==> config.mk <==
export PLATFORM = sky130hd
export DESIGN_NAME = frame_streamer
export DESIGN_NICKNAME = d
export VERILOG_FILES = /design/src/rtl/frame_streamer.sv
export SDC_FILE = /design/constraint.sdc
export NUM_CORES = 1
export LEC_CHECK = 0
export ABC_AREA = 1
export ABC_CLOCK_PERIOD_IN_PS = 7400
export CAP_MARGIN = 10
export CORE_ASPECT_RATIO = 0.8
export CORE_MARGIN = 10
export CORE_UTILIZATION = 57
export DETAILED_ROUTE_END_ITERATION = 10
export GPL_ROUTABILITY_DRIVEN = 1
export PLACE_DENSITY = 0.85
export SLEW_MARGIN = 20
export SYNTH_ARGS = -nofsm -noshare
export SYNTH_HDL_FRONTEND = slang
export SYNTH_SLANG_ARGS = --single-unit
==> constraint.sdc <==
create_clock -name clk -period 7.4 [get_ports clk]
set_input_delay 0.74 -clock clk [delete_from_list [all_inputs] [get_ports clk]]
set_output_delay 0.74 -clock clk [all_outputs]
set_load 0.02 [all_outputs]
==> src/rtl/frame_streamer.sv <==
// frame_streamer: once the filter pass finishes, reads the 64x64 output image
// in raster order and streams it out as tagged valid/ready beats. A small
// prefetch FIFO, filled only as far as the credit allows, hides the memory
// read latency so a sink that is always ready sees one pixel per cycle.
//
//   state  | meaning
//   IDLE   | waiting for a rising edge on filter_done
//   STREAM | issuing read addresses in raster order
//   FLUSH  | every address issued, draining until the last beat is accepted
module frame_streamer #(
  parameter int RD_LAT     = 1,
  parameter bit GREEN_ONLY = 1'b0
) (
  input  logic        clk,
  input  logic        rst,
  input  logic        filter_done,
  output logic [5:0]  row,
  output logic [5:0]  col,
  input  logic [23:0] rd_pix,
  output logic        m_valid,
  input  logic        m_ready,
  output logic [23:0] m_data,
  output logic [5:0]  m_row,
  output logic [5:0]  m_col,
  output logic        m_last,
  output logic        busy,
  output logic        frame_done
);

  localparam int          DEPTH = RD_LAT + 2;
  localparam logic [12:0] NPIX  = 13'd4096;

  typedef enum logic [1:0] {IDLE, STREAM, FLUSH} state_t;

  state_t      state_q;
  logic        fd_q;
  logic [12:0] issue_q;
  logic [5:0]  row_q, col_q;
  logic        busy_q, done_q;

  // Storage is sized for the largest depth; pointers wrap at DEPTH.
  logic [23:0] fdata_q [4];
  logic [12:0] ftag_q  [4];   // {row, col, last}
  logic [1:0]  wr_ptr_q, rd_ptr_q;
  logic [2:0]  fifo_cnt_q, fifo_cnt_d;

  logic        start, issue, pop, push;
  logic [11:0] push_tag;
  logic [1:0]  inflight;
  logic [3:0]  occ;
  logic [23:0] pix_in;

  function automatic logic [1:0] ptr_inc(input logic [1:0] p);
    return (p == 2'(DEPTH - 1)) ? 2'd0 : p + 2'd1;
  endfunction

  assign start = filter_done & ~fd_q;
  assign pop   = m_valid & m_ready;

  // Credit check: everything already owned (queued or in flight), minus the
  // beat leaving this cycle, must leave room for one more read.
  always_comb begin
    occ   = 4'(fifo_cnt_q) + 4'(inflight) - 4'(pop);
    issue = (state_q == STREAM) && (issue_q < NPIX) && (occ < 4'(DEPTH));
  end

  if (RD_LAT == 0) begin : g_comb
    assign push     = issue;
    assign push_tag = {row_q, col_q};
    assign inflight = 2'd0;
  end else begin : g_pipe
    logic [RD_LAT-1:0] pv_q;
    logic [11:0]       ptag_q [RD_LAT];

    // Carry each issued address tag until its data appears on rd_pix
    always_ff @(posedge clk or posedge rst) begin
      if (rst) begin
        pv_q <= '0;
        for (int i = 0; i < RD_LAT; i++) ptag_q[i] <= '0;
      end else begin
        pv_q[0]   <= issue;
        ptag_q[0] <= {row_q, col_q};
        for (int i = 1; i < RD_LAT; i++) begin
          pv_q[i]   <= pv_q[i-1];
          ptag_q[i] <= ptag_q[i-1];
        end
      end
    end

    assign push     = pv_q[RD_LAT-1];
    assign push_tag = ptag_q[RD_LAT-1];

    // Count reads whose data has not reached the FIFO yet
    always_comb begin
      inflight = 2'd0;
      for (int i = 0; i < RD_LAT; i++) inflight = inflight + 2'(pv_q[i]);
    end
  end

  assign pix_in     = GREEN_ONLY ? {8'h00, rd_pix[15:8], 8'h00} : rd_pix;
  assign fifo_cnt_d = fifo_cnt_q + 3'(push) - 3'(pop);

  // Sequencer: start detection, raster address generation, completion
  always_ff @(posedge clk or posedge rst) begin
    if (rst) begin
      state_q <= IDLE;
      fd_q    <= 1'b0;
      issue_q <= '0;
      row_q   <= '0;
      col_q   <= '0;
      busy_q  <= 1'b0;
      done_q  <= 1'b0;
    end else begin
      fd_q   <= filter_done;
      done_q <= 1'b0;
      case (state_q)
        IDLE: begin
          if (start) begin
            state_q <= STREAM;
            busy_q  <= 1'b1;
            issue_q <= '0;
            row_q   <= '0;
            col_q   <= '0;
          end
        end
        STREAM: begin
          if (issue) begin
            issue_q <= issue_q + 13'd1;
            col_q   <= col_q + 6'd1;
            if (col_q == 6'd63) row_q <= row_q + 6'd1;
            if (issue_q == NPIX - 13'd1) state_q <= FLUSH;
          end
        end
        FLUSH: begin
          if (pop && m_last) begin
            state_q <= IDLE;
            busy_q  <= 1'b0;
            done_q  <= 1'b1;
          end
        end
        default: state_q <= IDLE;
      endcase
    end
  end

  // Prefetch FIFO; storage is cleared on reset so outputs read as zero
  always_ff @(posedge clk or posedge rst) begin
    if (rst) begin
      for (int i = 0; i < 4; i++) begin
        fdata_q[i] <= '0;
        ftag_q[i]  <= '0;
      end
      wr_ptr_q   <= '0;
      rd_ptr_q   <= '0;
      fifo_cnt_q <= '0;
    end else begin
      if (push) begin
        fdata_q[wr_ptr_q] <= pix_in;
        ftag_q[wr_ptr_q]  <= {push_tag, (push_tag == 12'hFFF)};
        wr_ptr_q          <= ptr_inc(wr_ptr_q);
      end
      if (pop) rd_ptr_q <= ptr_inc(rd_ptr_q);
      fifo_cnt_q <= fifo_cnt_d;
    end
  end

  assign m_valid                = (fifo_cnt_q != 3'd0);
  assign m_data                 = fdata_q[rd_ptr_q];
  assign {m_row, m_col, m_last} = ftag_q[rd_ptr_q];
  assign row                    = row_q;
  assign col                    = col_q;
  assign busy                   = busy_q;
  assign frame_done             = done_q;

endmodule

== After elaboration in Yosys (flattened, before gate mapping) ==
Cells that the tools add are included.
Word-level totals
  word-level logic and storage cells: 96
  register bits: 198
Operators by class
  add/sub/neg operators: 9
  reductions and logical operators: 12
  equal/unequal tests: 12
  bitwise logic cells: 5
  mux-type cells: 33
  magnitude comparators: 5
Operators by type and width (count)
  96-bit bitwise mux: 1
  24-bit 2-to-1 mux: 3
  13-bit 2-to-1 mux: 5
  52-bit bitwise mux: 1
  24-bit binary-select mux with 2-bit select: 1
  24-bit demux with 2-bit select: 1
  13-bit binary-select mux with 2-bit select: 1
  13-bit demux with 2-bit select: 1
  13-bit one-hot mux with 2 select lines: 1
  6-bit 2-to-1 mux: 4
  6-bit one-hot mux with 2 select lines: 2
  13-bit by 1-bit adder with 13-bit output (second input constant): 1
  13-bit by 12-bit equality test with 1-bit output (second input constant): 1
  13-bit less-than comparator (second input constant): 1
  6-bit by 1-bit adder with 6-bit output (second input constant): 2
  12-bit equality test (second input constant): 1
  2-bit 2-to-1 mux: 6
  4-bit AND reduction: 2
  2-bit equality test (second input constant): 3
  6-bit equality test (second input constant): 1
  3-bit greater-or-equal comparator (second input constant): 2
  2-bit != test (second input constant): 3
  2-bit NOT with 3-bit output: 2
  2-bit one-hot mux with 3 select lines: 1
  other kinds (18): 29

== Longest topological paths before layout ==
  depth after elaboration: 7
  mapped depth: 15
  depth with buffers taken out: 14

== Worst setup path before layout ==
OpenSTA, ideal clock, no wires.
  kind: input-to-reg
  start: input m_ready
  end: register col_q[0], in the netlist col[0]
  arrival: 2.750 ns
  setup slack: 4.532 ns
  setup time: 0.118 ns
  required time: 7.282 ns
  cell stages on the path: 14
  cells stage by stage: a21boi_1 -> ha_1 -> inv_1 -> ha_1 -> fa_1 -> nand2_1 -> nand3_2 -> nor2_2 -> nand2_2 -> nand2_2 -> nand2_4 -> buf_12 -> nor2_4 -> nor2_2
Between the ends
  cells in the longest elaborated chain, start to end: 6
Ends and longest elaborated chain
  start: declaration: RTL line 21  | input logic m_ready,
  1-bit bitwise AND: RTL line 58  | assign pop = m_valid & m_ready;
  4-bit by 1-bit subtractor with 4-bit output: RTL line 63  | occ = 4'(fifo_cnt_q) + 4'(inflight) - 4'(pop);
  4-bit by 2-bit less-than comparator with 1-bit output: RTL line 64  | issue = (state_q == STREAM) && (issue_q < NPIX) && (occ < 4'(DEPTH));
  1-bit logical AND: RTL line 64
  2-bit != test (no line)
  3-bit AND reduction (no line)
  end signal: assignment: RTL line 129  | col_q <= col_q + 6'd1;
  end: declaration: RTL line 38  | logic [5:0] row_q, col_q;
Every way passes these cells.
A chain may end at the register's enable or synchronous reset.

== Worst setup path in the final report ==
  start: register rd_ptr_q[0]
  end: output m_col[4]
Between the ends
  cells in the longest elaborated chain, start to end: 4
Ends and longest elaborated chain
  start: declaration: RTL line 44  | logic [1:0] wr_ptr_q, rd_ptr_q;
  start signal: assignment: RTL line 162  | if (pop) rd_ptr_q <= ptr_inc(rd_ptr_q);
  2-bit NOT with 3-bit output (not written as such): RTL line 169  | assign {m_row, m_col, m_last} = ftag_q[rd_ptr_q];
  13-bit binary-select mux with 2-bit select: RTL line 169
  13-bit 2-to-1 mux (not written as such) (2 in a row): RTL line 169
  end: declaration: RTL line 24  | output logic [5:0] m_col,
Every way passes these cells. The select of a mux whose other input is x is not followed.

==> results.py <==
metrics = {
    "yosys": {
        "synthesis.nets": 1022,
        "synth_xor_area_frac": 0.01306,
        "ys_seq_elements": 198,
        "synthMostInstantiatedCell": "nand2_1",
        "ys_seq_area_frac": 0.5685,
        "synth_fa_ha_area_frac": 0.01235,
        "ys_warn_count": 0,
        "synthTopCellsByArea": "dfrtp_1 (57%), o21ai_0 (13%), nand2_1 (11%)",
        "synth-simple-area-share": 0.1743,
        "yosys-top-cells-count": "nand2_1 (247), o21ai_0 (223), dfrtp_1 (198)",
        "synth_top_family_by_area": "simple AND/OR/NAND/NOR gates",
        "syn_inst": 986,
        "synth_cell_type_count": 37,
        "yosys.area.top_type": "dfrtp_1",
        "syn-cell-area_um2": 8716,
        "avgSynthCellArea_um2": 8.840,
        "synth_edf_count": 0,
        "synthFlopType": "dfrtp_1",
        "synth_top_area_frac": 0.5685,
        "synth-async-reset-ratio": 1.000,
        "synth_mux_area_frac": 0,
        "synth-compound-area-share": 0.1730,
    },
    "floorplan": {
        "die_w_um": 158.3,
        "fp.dieH_um": 130.6,
        "rows": 40,
        "coreArea_um2": 15010,
        "io_pins": 80,
        "initial_core_util": 0.5805,
        "dieArea_um2": 20670,
    },
    "placement": {
        "post_dp_cell_area_um2": 9585,
        "port_buffers": 79,
        "dp.final_hpwl_um": 12700,
        "place_congestion": 0.8232,
    },
    "sta": {
        "finalHoldViolCount": 0,
        "fin_crit_sh": 0.5200,
        "tightest_slew_ns": 1.011,
        "maxSlewHeadroom": 0.3263,
        "drv_slew": 0,
        "fin_crit_ns": 3.848,
        "rsz0062_at_grt": "no",
        "finalSetupTns_ns": 0,
        "fin_worst_skew_ns": 0.009503,
        "setup_violations": 0,
        "max_freq_mhz": 259.9,
    },
    "clock_network": {
        "cts_hold_buf": 0,
        "tritoncts": "yes",
        "post_cts.repair.setup_buffers": 0,
        "path_clk_slew_ns": 0.07,
        "clk_path_buf_depth": 2,
        "clock-sinks": 198,
        "cts_buffers": 17,
        "clock-root-buffer": "clkbuf_16",
        "htree_levels": 4,
        "cts_resized": 0,
        "insertion_delay_ns": 0.43,
    },
    "setup_path": {
        "cp-end-kind": "primary output",
        "start_kind": "register",
        "critPathBufInv": 5,
        "slowest_stage": "clkdlybuf4s50_1",
        "cp_top_family": "buffers and inverters",
        "required_ns": 6.66,
        "cp.arrival_ns": 3.11,
        "cp_cell_sequence": "buf_4 > inv_1 > nand2_1 > inv_1 > buf_4 > a22oi_1 > o21ai_1 > clkdlybuf4s50_1",
        "cp_max_fo": 38,
        "cp_slowest_stage_delay_ns": 0.66,
        "path_class": "reg2out",
    },
    "power_and_ir_drop": {
        "p_leak_nw": 4.695,
        "power_mw": 4.294,
        "power_density_nw_per_um2": 422.2,
        "peakVddDrop_v": 0.0002160,
    },
    "routing": {
        "ant_nets": 0,
        "vias": 7007,
        "drt_iter0_markers": 681,
        "drcViolationCount": 0,
        "vias_per_cell": 5.651,
        "first_pass_iters": 5,
        "wl_um": 20680,
        "wire_per_inst_um": 16.68,
    },
    "job": {
        "maxCapViolCount": 0,
    },
    "grt": {
        "grtUsageTotal": 0.2053,
        "grt_first_pass_wirelength_um": 34310,
        "overflow": 0,
        "antenna_found_initial": 0,
        "grt_pass1_vias": 6856,
        "grt_max_degree": 119,
    },
    "hold_path": {
        "holdCritPathClass": "reg2reg",
    },
    "layout": {
        "drive_gt1_frac": 0.07041,
        "nets": 1074,
        "area_delta_synth_final_pct": 16.67,
        "final_util": 0.6773,
        "n_antenna_cell": 0,
        "fin_area_um2": 10170,
    },
    "outcome": {
        "status": "completed",
    },
}
==> routing by layer <==
layer / up-vias / global-route usage / wire [µm]
met5: - / 0 / 0
met4: 0 / 0.05438 / 176
met3: 18 / 0.05848 / 1563
met2: 237 / 0.3145 / 9651
met1: 3413 / 0.2824 / 9289
li1: 3339 / - / -
==> stage by stage <==
stage | hold slack (ns) | instances | setup slack (ns)
2_1_floorplan | 0.4478 | 986 | 1.263
3_3_place_gp | 0.4606 | 1208 | 3.819
3_5_place_dp | 0.4542 | 1208 | 3.701
4_1_cts | 0.4822 | 1240 | 3.588
5_1_grt | 0.5037 | 1240 | 3.386
6_report | 0.4804 | 1240 | 3.552
==> flip-flops by register name, indices dropped and copies added (netlist names), 2 cells and up <==
| register | cells |
|---|---|
| wr_ptr_q | 2 |
| col | 6 |
| issue_q | 13 |
| fdata_q | 96 |
| rd_ptr_q | 2 |
| ftag_q | 52 |
| row | 6 |
| fifo_cnt_q | 3 |
| state_q | 2 |
| g_pipe.ptag_q | 12 |
==> power breakdown <==
part / total (mW) / switching (mW) / leakage [nW] / internal, mW
combinational: 1.73 / 1.08 / 1.97 / 0.644
sequential: 1.64 / 0.215 / 2.44 / 1.43
clock: 0.924 / 0.408 / 0.286 / 0.516
total: 4.29 / 1.71 / 4.69 / 2.59
==> kinds of logic (layout without fill, tap and decap cells) <==
family	count (synthesis)	in the layout
AOI/OAI and AO/OA	275	275
xor gates and xnor gates	13	13
adders and majority gates	8	8
buffers and inverters	122	187
DFF	198	198
and+or+nand+nor	370	370
==> worst paths after layout <==
check                      slack [ns]                    start                       to  cells after the start
max in group asynchronous        5.04                      rst   ftag_q[18]$_DFFE_PP0P_                      3
hold reg to reg                  0.48  fdata_q[26]$_DFFE_PP0P_  fdata_q[26]$_DFFE_PP0P_                      2
setup / recovery                 3.55  rd_ptr_q[0]$_DFFE_PP0P_                 m_col[4]                      8
hold / removal                   0.48  fdata_q[26]$_DFFE_PP0P_  fdata_q[26]$_DFFE_PP0P_                      2
setup reg to reg                 4.47  fifo_cnt_q[2]$_DFF_PP0_   state_q[0]$_DFFE_PP0P_                     13
min in group asynchronous        0.86                      rst  fdata_q[21]$_DFFE_PP0P_                      2
==> cells in the final DEF (no fill, tap or decap), types with 10 or more instances in the layout <==
cell type        instances
inv_1                   61
dfrtp_1                198
clkdlybuf4s50_1         79
nand2_1                247
buf_4                   10
nand3_1                 18
o21ai_0                223
a22oi_1                 36
xor2_1                  11
nor2_1                  71
clkbuf_16               17
==> layout make-up <==
type	instances	area [µm²]
fill	1153	4846
inverter	66	260.3
multi-input combinational	666	3268
timing repair buffer	89	865.8
tap	189	236.5
clock inverter	12	126.4
clock buffer	20	456.7
sequential	198	4955
==> tightest hold or removal path: stages (launching register included) <==
cell and delay, ns:
dfrtp_1 0.34, nand2_1 0.05, o21ai_0 0.06
Note: power is estimated with default switching activity, not from simulation.
